===== src/rtl/dram_cmd_scheduler.sv =====
// DDR4 command scheduler: turns one queued request at a time into PRE/ACT/RD/WR
// under an open-page policy, tracking per-bank open rows and tRCD/tRP/tRAS/CAS timing.
module dram_cmd_scheduler #(
  parameter int unsigned T_RCD = 24,
  parameter int unsigned T_RP  = 24,
  parameter int unsigned T_RAS = 52,
  parameter int unsigned T_CL  = 24,
  parameter int unsigned T_CWL = 20,
  parameter int unsigned T_BL  = 4
) (
  input  logic        clk,
  input  logic        rst_n,
  input  logic        req_valid,
  output logic        req_ready,
  input  logic [1:0]  req_op,
  input  logic [32:0] req_addr,
  output logic        cmd_valid,
  output logic [2:0]  cmd_type,
  output logic [1:0]  cmd_bg,
  output logic [1:0]  cmd_ba,
  output logic [14:0] cmd_row,
  output logic [9:0]  cmd_col,
  output logic        resp_valid,
  output logic [1:0]  resp_op
);

  localparam int unsigned RD_LAT = T_CL + T_BL;
  localparam int unsigned WR_LAT = T_CWL + T_BL;
  localparam int unsigned MAX_RC = (T_RCD > T_RP) ? T_RCD : T_RP;
  localparam int unsigned MAX_DL = (RD_LAT > WR_LAT) ? RD_LAT : WR_LAT;
  localparam int unsigned MAX_W  = (MAX_RC > MAX_DL) ? MAX_RC : MAX_DL;
  localparam int unsigned CNT_W  = $clog2(MAX_W + 1);
  localparam int unsigned TMR_W  = $clog2(T_RAS + 1);
  localparam int unsigned NBANK  = 16;

  localparam logic [2:0] CMD_NOP = 3'd0;
  localparam logic [2:0] CMD_ACT = 3'd1;
  localparam logic [2:0] CMD_RD  = 3'd2;
  localparam logic [2:0] CMD_WR  = 3'd3;
  localparam logic [2:0] CMD_PRE = 3'd4;

  typedef enum logic [3:0] {
    S_IDLE, S_PRE_HOLD, S_PRE, S_WAIT_RP, S_ACT, S_WAIT_RCD, S_CAS, S_WAIT_DATA, S_DONE
  } state_t;

  state_t           state, state_nxt;
  logic [CNT_W-1:0] cnt, cnt_nxt;

  logic [1:0]  op_q;
  logic [3:0]  idx_q;
  logic [14:0] row_q;
  logic [9:0]  col_q;

  logic             bank_open [NBANK];
  logic [14:0]      bank_row  [NBANK];
  logic [TMR_W-1:0] ras_tmr   [NBANK];

  logic             accept;
  logic [1:0]       sel_op;
  logic [3:0]       sel_idx;
  logic [14:0]      sel_row;
  logic [9:0]       sel_col;
  logic             sel_open, sel_hit, ras_ok;
  logic [CNT_W-1:0] cas_wait;
  logic             unused_addr_bits;

  // Request fields come straight from the port on the accept edge, from the latch afterwards
  assign accept   = (state == S_IDLE) && req_valid && req_ready;
  assign sel_op   = accept ? req_op : op_q;
  assign sel_idx  = accept ? {req_addr[7:6], req_addr[9:8]} : idx_q;
  assign sel_row  = accept ? req_addr[32:18] : row_q;
  assign sel_col  = accept ? {req_addr[17:10], req_addr[5:4]} : col_q;
  assign sel_open = bank_open[sel_idx];
  assign sel_hit  = sel_open && (bank_row[sel_idx] == sel_row);
  assign ras_ok   = (ras_tmr[sel_idx] <= TMR_W'(1));
  assign cas_wait = (sel_op == 2'd1) ? CNT_W'(WR_LAT - 1) : CNT_W'(RD_LAT - 1);
  assign unused_addr_bits = ^req_addr[3:0];

  // Next-state: each command state lasts one cycle, waits count down to the next command
  always_comb begin
    state_nxt = state;
    cnt_nxt   = cnt;
    case (state)
      S_IDLE: begin
        if (accept) begin
          if (sel_hit)       state_nxt = S_CAS;
          else if (!sel_open) state_nxt = S_ACT;
          else if (ras_ok)   state_nxt = S_PRE;
          else               state_nxt = S_PRE_HOLD;
        end
      end
      S_PRE_HOLD: if (ras_ok) state_nxt = S_PRE;
      S_PRE: begin
        if (T_RP > 1) begin
          state_nxt = S_WAIT_RP;
          cnt_nxt   = CNT_W'(T_RP - 1);
        end else begin
          state_nxt = S_ACT;
        end
      end
      S_WAIT_RP: begin
        if (cnt <= CNT_W'(1)) state_nxt = S_ACT;
        else                  cnt_nxt   = cnt - CNT_W'(1);
      end
      S_ACT: begin
        if (T_RCD > 1) begin
          state_nxt = S_WAIT_RCD;
          cnt_nxt   = CNT_W'(T_RCD - 1);
        end else begin
          state_nxt = S_CAS;
        end
      end
      S_WAIT_RCD: begin
        if (cnt <= CNT_W'(1)) state_nxt = S_CAS;
        else                  cnt_nxt   = cnt - CNT_W'(1);
      end
      S_CAS: begin
        state_nxt = S_WAIT_DATA;
        cnt_nxt   = cas_wait;
      end
      S_WAIT_DATA: begin
        if (cnt <= CNT_W'(1)) state_nxt = S_DONE;
        else                  cnt_nxt   = cnt - CNT_W'(1);
      end
      S_DONE:  state_nxt = S_IDLE;
      default: state_nxt = S_IDLE;
    endcase
  end

  // State, latched request and outputs decoded from the state being entered
  always_ff @(posedge clk or negedge rst_n) begin
    if (!rst_n) begin
      state      <= S_IDLE;
      cnt        <= '0;
      op_q       <= '0;
      idx_q      <= '0;
      row_q      <= '0;
      col_q      <= '0;
      req_ready  <= 1'b0;
      cmd_valid  <= 1'b0;
      cmd_type   <= CMD_NOP;
      cmd_bg     <= '0;
      cmd_ba     <= '0;
      cmd_row    <= '0;
      cmd_col    <= '0;
      resp_valid <= 1'b0;
      resp_op    <= '0;
    end else begin
      state      <= state_nxt;
      cnt        <= cnt_nxt;
      req_ready  <= (state_nxt == S_IDLE);
      resp_valid <= (state_nxt == S_DONE);
      resp_op    <= (state_nxt == S_DONE) ? sel_op : 2'd0;
      cmd_valid  <= 1'b0;
      cmd_type   <= CMD_NOP;
      cmd_bg     <= '0;
      cmd_ba     <= '0;
      cmd_row    <= '0;
      cmd_col    <= '0;
      if (accept) begin
        op_q  <= req_op;
        idx_q <= sel_idx;
        row_q <= sel_row;
        col_q <= sel_col;
      end
      case (state_nxt)
        S_PRE: begin
          cmd_valid <= 1'b1;
          cmd_type  <= CMD_PRE;
          cmd_bg    <= sel_idx[3:2];
          cmd_ba    <= sel_idx[1:0];
        end
        S_ACT: begin
          cmd_valid <= 1'b1;
          cmd_type  <= CMD_ACT;
          cmd_bg    <= sel_idx[3:2];
          cmd_ba    <= sel_idx[1:0];
          cmd_row   <= sel_row;
        end
        S_CAS: begin
          cmd_valid <= 1'b1;
          cmd_type  <= (sel_op == 2'd1) ? CMD_WR : CMD_RD;
          cmd_bg    <= sel_idx[3:2];
          cmd_ba    <= sel_idx[1:0];
          cmd_col   <= sel_col;
        end
        default: ;
      endcase
    end
  end

  // Per-bank open-row table and tRAS timers; untouched banks keep their rows
  always_ff @(posedge clk or negedge rst_n) begin
    if (!rst_n) begin
      for (int i = 0; i < NBANK; i++) begin
        bank_open[i] <= 1'b0;
        bank_row[i]  <= '0;
        ras_tmr[i]   <= '0;
      end
    end else begin
      for (int i = 0; i < NBANK; i++) begin
        if (ras_tmr[i] != '0) ras_tmr[i] <= ras_tmr[i] - TMR_W'(1);
        if (state_nxt == S_ACT && sel_idx == 4'(i)) begin
          bank_open[i] <= 1'b1;
          bank_row[i]  <= sel_row;
          ras_tmr[i]   <= TMR_W'(T_RAS);
        end else if (state_nxt == S_PRE && sel_idx == 4'(i)) begin
          bank_open[i] <= 1'b0;
        end
      end
    end
  end

endmodule


===== config.mk =====
export PLATFORM = sky130hd
export DESIGN_NAME = dram_cmd_scheduler
export DESIGN_NICKNAME = d
export VERILOG_FILES = /design/src/rtl/dram_cmd_scheduler.sv
export SDC_FILE = /design/constraint.sdc
export NUM_CORES = 1
export LEC_CHECK = 0
export CAP_MARGIN = 20
export CORE_UTILIZATION = 45
export CTS_CLUSTER_DIAMETER = 150
export DETAILED_ROUTE_END_ITERATION = 10
export PLACE_DENSITY_LB_ADDON = 0.15
export SETUP_SLACK_MARGIN = 0.05
export SYNTH_ARGS = -nofsm -noshare
export SYNTH_HDL_FRONTEND = slang
export SYNTH_SLANG_ARGS = --single-unit

===== constraint.sdc =====
create_clock -name clk -period 5.44 [get_ports clk]
set_clock_uncertainty 0.05 [all_clocks]
set_input_delay 1.088 -clock clk [delete_from_list [all_inputs] [get_ports clk]]
set_output_delay 1.088 -clock clk [all_outputs]
set_load 0.02 [all_outputs]

* Word-level counts from Yosys, hierarchy flattened
Cells that the tools add are included.
** Word-level totals
- Bits in registers :: 429
- Bits in latches :: 0
- Memory bits (writable) :: 0
- ROM bits :: 0
- Input bits :: 38
- Output and inout port bits :: 37
- Logic and storage cells :: 301
- Memories :: 0
** Cells by class
- $add $sub $neg :: 17
- Multipliers :: 0
- Divide/modulo/power cells :: 0
- Magnitude comparators :: 3
- Equal/unequal tests :: 29
- Shifts and indexed selects :: 0
- Mux-type cells :: 97
- Bitwise logic cells :: 1
- Reductions and logical operators :: 91
** Operator list (number)
- $mux 6 :: 34
- $reduce_bool 6->1 :: 16
- $sub 6x1->6 const B :: 16
- $reduce_bool 2->1 :: 32
- $bmux 15 s4 :: 1
- $mux 15 :: 4
- $eq 4x3->1 const B :: 10
- $eq 4x4->1 const B :: 9
- $mux 1 :: 36
- $logic_and 1x1->1 :: 35
- $pmux 4 s8 :: 1
- $mux 4 :: 7
- $bmux 6 s4 :: 1
- $eq 4x2->1 const B :: 5
- $mux 10 :: 2
- $eq 15x15->1 :: 1
- $pmux 5 s3 :: 1
- $logic_not 4->1 :: 3
- $mux 2 :: 5
- $pmux 3 s3 :: 1
- $eq 4x1->1 const B :: 2
- $le 6x1->1 const B :: 1
- $mux 3 :: 2
- $reduce_or 3->1 :: 2
- 11 further kinds :: 11

* Depth between registers and ports, before layout
Gate-level depths: netlist of run 1.
- Word-level depth :: 18
- Gate-level depth with buffers :: 19
- Gate-level depth less buffers :: 12

* Worst setup path before layout of run 1
No wires, ideal clock.
- Path kind :: input-to-reg
- Start :: input port req_addr[8]
- End :: register bank_row[215] in the netlist's numbering
- Setup time :: 0.147 ns
- Arrival :: 4.349 ns
- Data required time :: 5.243 ns
- Setup slack :: 0.894 ns
- Stages :: 18
- Buffers on the path :: 6
- Cells stage by stage :: clkbuf_1 inv_1 nor3_2 nor2_2 inv_1 buf_4 buf_4 mux2i_1 mux2i_1 mux4_2 a211oi_2 o211a_1 buf_2 buf_4 nand2_1 clkbuf_1 nand2_1 o21ai_0
** On the way
- Longest elaborated chain between the ends :: 13
- Elaborated cells on any way between the ends :: 23
- Classes of those cells :: 1 x order compare; 3 x eq/ne; 16 x mux; 1 x bitwise; 2 x reduce/logical
** RTL lines
- start, declared :: line 16 : input logic [32:0] req_addr,
- $mux 4 (*) :: line 70 : assign sel_idx = accept ? {req_addr[7:6], req_addr[9:8]} : idx_q;
- $not 4->5 (implied by the code) :: line 73, 74, 75
- $bmux 6 s4 :: line 75 : assign ras_ok = (ras_tmr[sel_idx] <= TMR_W'(1));
- $mux 6 (implied by the code) (2 in a row) :: line 75
- $le 6x1->1 :: line 75
- $mux 2 :: line 88 : else if (ras_ok) state_nxt = S_PRE;
- $mux 3 :: line 87 : else if (!sel_open) state_nxt = S_ACT;
- $mux 3 :: line 86 : if (sel_hit) state_nxt = S_CAS;
- $mux 4 :: line 85 : if (accept) begin
- $pmux 4 s8 :: line 83 : case (state)
- $eq 4x3->1 :: line 203 : if (state_nxt == S_ACT && sel_idx == 4'(i)) begin
- $logic_and 1x1->1 (*) :: line 203
- end signal, assigned by index :: line 205 : bank_row[i] <= sel_row;
- end, declared :: line 55 : logic [14:0] bank_row [NBANK];
Mark *: on every way between the ends. The rest lies on a longest branch, timed or not. The select of a mux whose other input is x is not followed.
A chain may end at the register's enable or synchronous reset.

* Worst setup path in the final report of run 1
- Start :: input port req_valid
- End :: register bank_open[15] in the netlist's numbering
** On the way
- Longest elaborated chain between the ends :: 16
- Elaborated cells on any way between the ends :: 30
- Classes of those cells :: 1 x order compare; 3 x eq/ne; 18 x mux; 1 x bitwise; 7 x reduce/logical
** RTL lines
- start, declared :: line 13 : input logic req_valid,
- $logic_and 1x1->1 (*) (2 in a row) :: line 68 : assign accept = (state == S_IDLE) && req_valid && req_ready;
- $mux 4 :: line 70
- $not 4->5 (implied by the code) :: line 73, 74, 75
- $bmux 6 s4 :: line 75
- $mux 6 (implied by the code) (2 in a row) :: line 75
- $le 6x1->1 :: line 75
- $mux 2 :: line 88
- $mux 3 :: line 87
- $mux 3 :: line 86
- $mux 4 :: line 85
- $pmux 4 s8 :: line 83
- $eq 4x3->1 / $eq 4x2->1 (equally long branches) :: line 203, 207
- $logic_and 1x1->1, on equally long branches :: line 203, 207
- $mux 1 / $reduce_bool 2->1 (equally long branches)
- end signal, assigned by index :: line 196 : bank_open[i] <= 1'b0;
- end signal, assigned by index :: line 204 : bank_open[i] <= 1'b1;
- end signal, assigned by index :: line 208 : bank_open[i] <= 1'b0;
- end, declared :: line 54 : logic bank_open [NBANK];
Marked as above.

==> run_results.csv, run 1 <==
group,metric,value,unit
power_and_ir_drop,power_density,266,nW/um^2
grt,grt_pass1_wl,101000,um
power_and_ir_drop,p_sw_share,21.9,%
routing,ant_nets,0,
critical_path,ff2ff_setup_slack,0.63,ns
place,gp_congestion,0.920,
clock_tree,numCtsBuffers,49,
die,fp.coreArea,46500,um^2
critical_path,worstSetupEndpointType,"flip-flop",
clock_tree,cts_root_buf,"clkbuf_16",
yosys,synth.distinct_cells,85,
yosys,yosysTopAreaCellShare,50.8,%
critical_path,startpoint_type,"primary input",
die,fp.dieW,219,um
clock_tree,cts_tree,"built",
sta,worst_slew_pin_slew,0.890,ns
clock_tree,cts_resized,0,
yosys,synth_edf_count,0,
die,dieArea,47800,um^2
place,portBuffers,70,
critical_path,crit_start,"req_valid",
die,die_h,219,um
yosys,ys_seq_area_share,50.8,%
power_and_ir_drop,p_int,5200,uW
grt,grt_pass1_vias,16791,
sta,fin_ws,0.489,ns
final_layout,n_antenna_cell,0,
grt,grt_usage,27.7,%
place,hpwl,42500,um
power_and_ir_drop,vdd_drop_max,0.213,mV
sta,setup_viol,0,
yosys,yosysMostFrequentCell,"dfrtp_1",
power_and_ir_drop,switchingPower,1460,uW
routing,wirelength,65000,um
yosys,ys.flop_type,"dfrtp_1",
place,post-place-ws,-0.0983,ns
routing,first_pass_iters,6,
yosys,synth_commonest_cells,"dfrtp_1, a21oi_1, nand2_1, nor2_1, o21ai_0",
power_and_ir_drop,leakagePower,0.0117,uW
routing,drc,0,
sta,period_share,91.0,%
grt,overflow,0,
critical_path,r2r-end,"bank_open[15]",
sta,drv_slew,0,
clock_tree,cts_setup_buffers,0,
yosys,syn_area,21100,um^2
final_layout,nNetsFinal,2420,
die,rows,79,
final_layout,nFillCells,4152,
critical_path,cp_max_fo,19,
yosys,ys_async_sr_fraction,100,%
yosys,synth-seq-cells,429,
yosys,synthCells,2259,
clock_tree,htreeDepth,2,
critical_path,worstSetupPathType,"primary input to flip-flop",
run_status,status,"completed",
min_path,hold_path_class,"flip-flop to flip-flop",
routing,viasPerCell,6.00,
clock_tree,clk_pin_slew,0.06,ns
power_and_ir_drop,clock_power_share,50.3,%
routing,drt_iter0_markers,1723,
power_and_ir_drop,p_comb_share,1.7,%
sta,finalCriticalPeriod,4.95,ns
critical_path,ff2ff_path_depth,17,
die,initial_utilization,45.5,%
yosys,yosys_warnings,0,
critical_path,arrival,5.35,ns
power_and_ir_drop,power.share.sequential,48.0,%
grt,grt_max_degree,105,
sta,rsz0062_at_grt,"no",
final_layout,area_growth,18.4,%
place,place_area,23400,um^2
clock_tree,clkSinkCount,429,
grt,antenna_found_initial,0,
routing,vias,18040,
die,io_pins,75,
final_layout,utilization,53.9,%
sta,timing.fmax,202,MHz
place,dp_cells,2920,
sta,hold_viol,0,
yosys,synth_area_leaders,"dfrtp_1, a21oi_1, nand2_1",
sta,hold_ws,0.418,ns
yosys,yosysTopAreaCell,"dfrtp_1",
flow_run,maxCapViolCount,0,
final_layout,fin_area,25000,um^2
critical_path,crit_path_end,"bank_open[15]",
clock_tree,cts.path.max_buffers,3,
clock_tree,postCtsHoldBufs,0,
routing,wl_per_cell,21.6,um
final_layout,fin_cells,3009,
critical_path,r2r_start,"state[3]",
yosys,syn-mean-instance-area,9.35,um^2
final_layout,drive_gt1_share,12.5,%
critical_path,cp.required,5.84,ns
yosys,synth_nets,2315,
sta,slew_headroom,40.6,%
clock_tree,worstSkewPairLatency,0.60,ns
-- registers in the layout (all words and copies together), names as in the netlist --
register    flops
bank_row      240
op_q            2
cmd_bg          2
state           4
cmd_col        10
resp_valid      1
resp_op         2
row_q          15
ras_tmr        96
cmd_type        3
req_ready       1
cmd_row        15
idx_q           4
cmd_ba          2
cmd_valid       1
col_q          10
cnt             5
bank_open      16
-- power by group through the flow --
stage               Clock, uW  Sequential (uW)  Combinational [uW]
floorplan                   0             3250                12.3
global placement            0             3250                 119
detailed placement          0             3250                 120
CTS                      3420             3190                 121
global route             3560             3190                 132
finish                   3350             3190                 116
-- kinds of logic after synthesis --
group                    Yosys count  share of synthesized area (%)
AND/OR/NAND/NOR                  755                           16.6
AO/OA/AOI/OAI                    689                           20.3
flip-flops                       429                           50.8
buffers and inverters            253                           5.23
multiplexers                      85                           4.77
XOR/XNOR                          30                           1.24
adder cells (fa/ha/maj)           18                           1.07
-- area by class of cell --
cell class	count	area (um^2)	share of cell area, %
flip-flops and latches	429	10700	42.9
well taps	607	759	3.04
clock inverters	20	175	0.700
repair buffers	229	2250	8.99
inverters	78	293	1.17
multi-input cells	1577	9340	37.3
clock buffers	69	1460	5.85
-- per-stage QoR --
step	setup TNS, ns	total power (uW)
6_report	0	6650
5_1_grt	0	6880
4_1_cts	0	6730
3_5_place_dp	-0.838	3370
3_3_place_gp	-1.29	3370
2_1_floorplan	0	3260
-- placed cells by master, fill, tap and decap left out, types with 24 or more instances in the layout --
cell,netlist,final
nor2_1,220,219
a211oi_1,38,38
o41ai_1,25,25
nand4_1,29,29
nand3_1,51,51
buf_12,0,28
a21oi_1,290,290
clkbuf_16,0,51
o21ai_0,150,150
nor3_1,38,36
mux2i_1,67,63
or3_1,24,24
clkdlybuf4s50_1,0,69
dfrtp_1,429,429
inv_1,74,74
xnor2_1,30,30
nand2_1,278,278
buf_4,9,131
-- worst max-delay path, cell delays in order --
cell             delay [ns]
clkdlybuf4s50_1        0.49
and3b_1                0.25
buf_12                 0.17
nand2_1                0.24
buf_4                  0.31
o31ai_1                0.39
nand4_1                0.23
a31o_2                 0.30
a2111oi_2              0.35
buf_4                  0.20
o2111ai_1              0.11
buf_4                  0.19
or2_0                  0.32
a211oi_4               0.35
buf_12                 0.19
a41oi_1                0.14
-- per-layer routing --
layer	vias up	track usage [%]	wire, um
li1	8302	-	-
met1	8862	41.4	29300
met2	753	41.0	28500
met3	123	4.59	5450
met4	0	8.06	1780
met5	-	0	0
-- worst min-delay path by stage --
stage	startpoint	endpoint	slack, ns	cells after the start
global placement	col_q[7]	col_q[7]	0.40	2
global route	col_q[3]	col_q[3]	0.44	2
CTS	col_q[3]	col_q[3]	0.42	2
finish	col_q[9]	col_q[9]	0.42	2
detailed placement	col_q[3]	col_q[3]	0.41	2
floorplan	col_q[0]	col_q[0]	0.39	2
No activity file was read; power rests on OpenSTA's default activity.
==> inputs of run 2 (changes only) <==
--- a/config.mk
+++ b/config.mk
@@ -11,6 +11,7 @@
 export DETAILED_ROUTE_END_ITERATION = 10
 export PLACE_DENSITY_LB_ADDON = 0.15
 export SETUP_SLACK_MARGIN = 0.05
+export SLEW_MARGIN = 10
 export SYNTH_ARGS = -nofsm -noshare
 export SYNTH_HDL_FRONTEND = slang
 export SYNTH_SLANG_ARGS = --single-unit
==> results of run 2 <==
No change in the layout: final DEF, timing and power equal those of run 1.
==> inputs of run 3 (changes only) <==
--- a/config.mk
+++ b/config.mk
@@ -5,7 +5,6 @@
 export SDC_FILE = /design/constraint.sdc
 export NUM_CORES = 1
 export LEC_CHECK = 0
-export CAP_MARGIN = 20
 export CORE_UTILIZATION = 45
 export CTS_CLUSTER_DIAMETER = 150
 export DETAILED_ROUTE_END_ITERATION = 10
==> constraint.sdc (replaced) <==
create_clock -name clk -period 5.44 [get_ports clk]
set_clock_uncertainty 0.05 [all_clocks]
set_input_delay 0.544 -clock clk [delete_from_list [all_inputs] [get_ports clk]]
set_output_delay 0.544 -clock clk [all_outputs]
set_load 0.02 [all_outputs]
==> run 3 against run 2 <==
Clock power is 8.4% lower. Global-route usage hardly changed. Largest cell class unchanged. Sequential power hardly changed. Final cell count is 2.0% lower. Register-to-register slack worse by 0.35 ns. Sequential share of layout area is 1.3 points higher. Critical path depth is 4 lower. Worst setup slack worse by 0.21 ns.
==> run_results.csv, run 3 (same netlist as run 1, synthesis figures left out) <==
group,metric,value,unit
critical_path,cp_max_fo,18,
final_layout,final_common_cell,"dfrtp_1",
routing,wirelength,65100,um
power_and_ir_drop,p_comb_share,1.8,%
die,fp.coreArea,46500,um^2
routing,ant_nets,0,
critical_path,crit_chain,"or3_1, buf_4, o211ai_2, a21oi_1, o41ai_1, o2111ai_1, xnor2_1, a2111oi_2, o2111ai_1, or2_0, a211o_1, o31ai_1",
final_layout,n_antenna_cell,0,
place,hpwl,41700,um
power_and_ir_drop,switchingPower,1400,uW
place,portBuffers,70,
clock_tree,clkSinkCount,429,
clock_tree,cts_root_buf,"clkbuf_16",
sta,rsz0062_at_grt,"no",
sta,setup-tns-final,0,ns
min_path,hold_path_class,"flip-flop to flip-flop",
min_path,min_to,"col_q[4]",
min_path,holdPathStages,2,
die,io_pins,75,
clock_tree,cts_setup_buffers,0,
grt,grt_pass1_vias,16893,
routing,vias,17633,
routing,viasPerCell,5.98,
clock_tree,numCtsBuffers,47,
critical_path,cp_common_cell,"o2111ai_1",
die,fp.dieW,219,um
critical_path,startpoint_type,"flip-flop",
critical_path,ff2ff_path_depth,12,
routing,drc,0,
clock_tree,htreeDepth,2,
power_and_ir_drop,clock_power_share,48.1,%
power_and_ir_drop,vdd_drop_max,0.197,mV
sta,hold_viol,0,
sta,period_share,94.9,%
critical_path,r2r_start,"state[2]",
final_layout,top_register,"bank_row",
critical_path,worstSetupEndpointType,"flip-flop",
grt,overflow,0,
sta,setup_viol,0,
place,gp_congestion,0.917,
min_path,min_from,"col_q[4]",
clock_tree,cts_tree,"built",
final_layout,drive_gt1_share,10.0,%
final_layout,reg_top3,"bank_row: 240 flops, ras_tmr: 96 flops, bank_open: 16 flops",
final_layout,nNetsFinal,2364,
routing,wl_per_cell,22.1,um
power_and_ir_drop,p_sw_share,21.9,%
flow_run,maxCapViolCount,0,
die,initial_utilization,45.5,%
final_layout,fin_area,24300,um^2
clock_tree,postCtsHoldBufs,1,
sta,timing.fmax,194,MHz
routing,drt_iter0_markers,1529,
power_and_ir_drop,power.share.sequential,50.1,%
clock_tree,cts_resized,0,
final_layout,largest_reg_flops,240,
clock_tree,cts.path.max_buffers,3,
die,die_h,219,um
clock_tree,clk_pin_slew,0.06,ns
critical_path,ff2ff_setup_slack,0.28,ns
grt,grt_max_degree,142,
critical_path,worstSetupPathType,"flip-flop to flip-flop",
critical_path,crit_slowest_cell,"a2111oi_2",
critical_path,cp.required,5.86,ns
clock_tree,worstSkewPairLatency,0.59,ns
die,rows,79,
run_status,status,"completed",
sta,drv_slew,0,
die,dieArea,47800,um^2
critical_path,r2r-end,"cmd_type[0]",
final_layout,area_growth,15.0,%
place,place_area,22800,um^2
grt,antenna_found_initial,1,
power_and_ir_drop,p_int,4980,uW
critical_path,arrival,5.58,ns
sta,finalCriticalPeriod,5.16,ns
power_and_ir_drop,power_density,262,nW/um^2
grt,grt_pass1_wl,101000,um
sta,slew_headroom,37.2,%
sta,worst_slew_pin_slew,0.941,ns
grt,grt_usage,27.6,%
final_layout,most-common-layout-cells,"dfrtp_1, a21oi_1, nand2_1",
routing,first_pass_iters,6,
power_and_ir_drop,leakagePower,0.0113,uW
critical_path,slowest_delay,0.52,ns
## run 3: cell count changes in the layout (fill, tap and decap cells not counted)
cell,change
buf_12,-11
inv_6,+1
clkinvlp_4,-4
clkbuf_16,-4
buf_4,-44
bufinv_16,-2
dlygate4sd3_1,+1
clkbuf_1,+5
clkinv_4,-2
## run 3: how the worst max path moves through the flow
| stage | startpoint | to | slack [ns] | cells after the start |
|---|---|---|---|---|
| after floorplan | req_addr[8] | bank_row[215] | 1.44 | 18 |
| after global placement | req_valid | cmd_type[0] | 0.15 | 15 |
| after detailed placement | req_valid | cmd_type[0] | 0.15 | 15 |
| after CTS | state[2] | cmd_type[0] | 0.31 | 14 |
| after global routing | state[2] | cmd_type[0] | 0.07 | 14 |
| final | state[2] | cmd_type[0] | 0.28 | 12 |
## run 3: through the flow
| stage | instances | total power (uW) | hold slack, ns | setup slack, ns | utilization (%) |
|---|---|---|---|---|---|
| 6_report | 2949 | 6370 | 0.422 | 0.278 | 52.3 |
| 5_1_grt | 2949 | 6570 | 0.441 | 0.0746 | 52.3 |
| 4_1_cts | 2949 | 6440 | 0.425 | 0.306 | 52.3 |
| 3_5_place_dp | 2865 | 3370 | 0.410 | 0.150 | 49.1 |
| 3_3_place_gp | 2865 | 3370 | 0.401 | 0.147 | 49.1 |
| 2_1_floorplan | 2259 | 3260 | 0.198 | 1.44 | - |
## run 3: area by class of cell
cell class / instances / area (um^2)
clock buffer: 70 / 1380
clock inverter: 13 / 76.3
fill: 4322 / 22200
inverter: 78 / 293
multi-input combinational: 1577 / 9340
sequential: 429 / 10700
tap: 607 / 759
timing repair buffer: 175 / 1710
## run 3: layer usage
metal | up-vias | GRT usage [%] | wire length (um)
met2 | 664 | 42.2 | 28900
met4 | 0 | 7.34 | 1620
li1 | 8178 | - | -
met3 | 103 | 5.68 | 5250
met1 | 8688 | 39.9 | 29300
met5 | - | 0 | 0
## run 3: power groups by stage
| stage | clock network [uW] | logic, uW | registers [uW] |
|---|---|---|---|
| CTS | 3130 | 119 | 3190 |
| finish | 3070 | 114 | 3190 |
| global route | 3250 | 130 | 3190 |
| floorplan | 0 | 12.3 | 3250 |
| global placement | 0 | 117 | 3250 |
| detailed placement | 0 | 118 | 3250 |
## run 3: worst max-delay path, delay by kind of cell (launching register included)
kind | cells | cell delay (ns)
compound gates | 8 | 3.14
simple gates | 2 | 0.91
flops | 1 | 0.47
buf+inv | 1 | 0.25
xor+xnor | 1 | 0.22
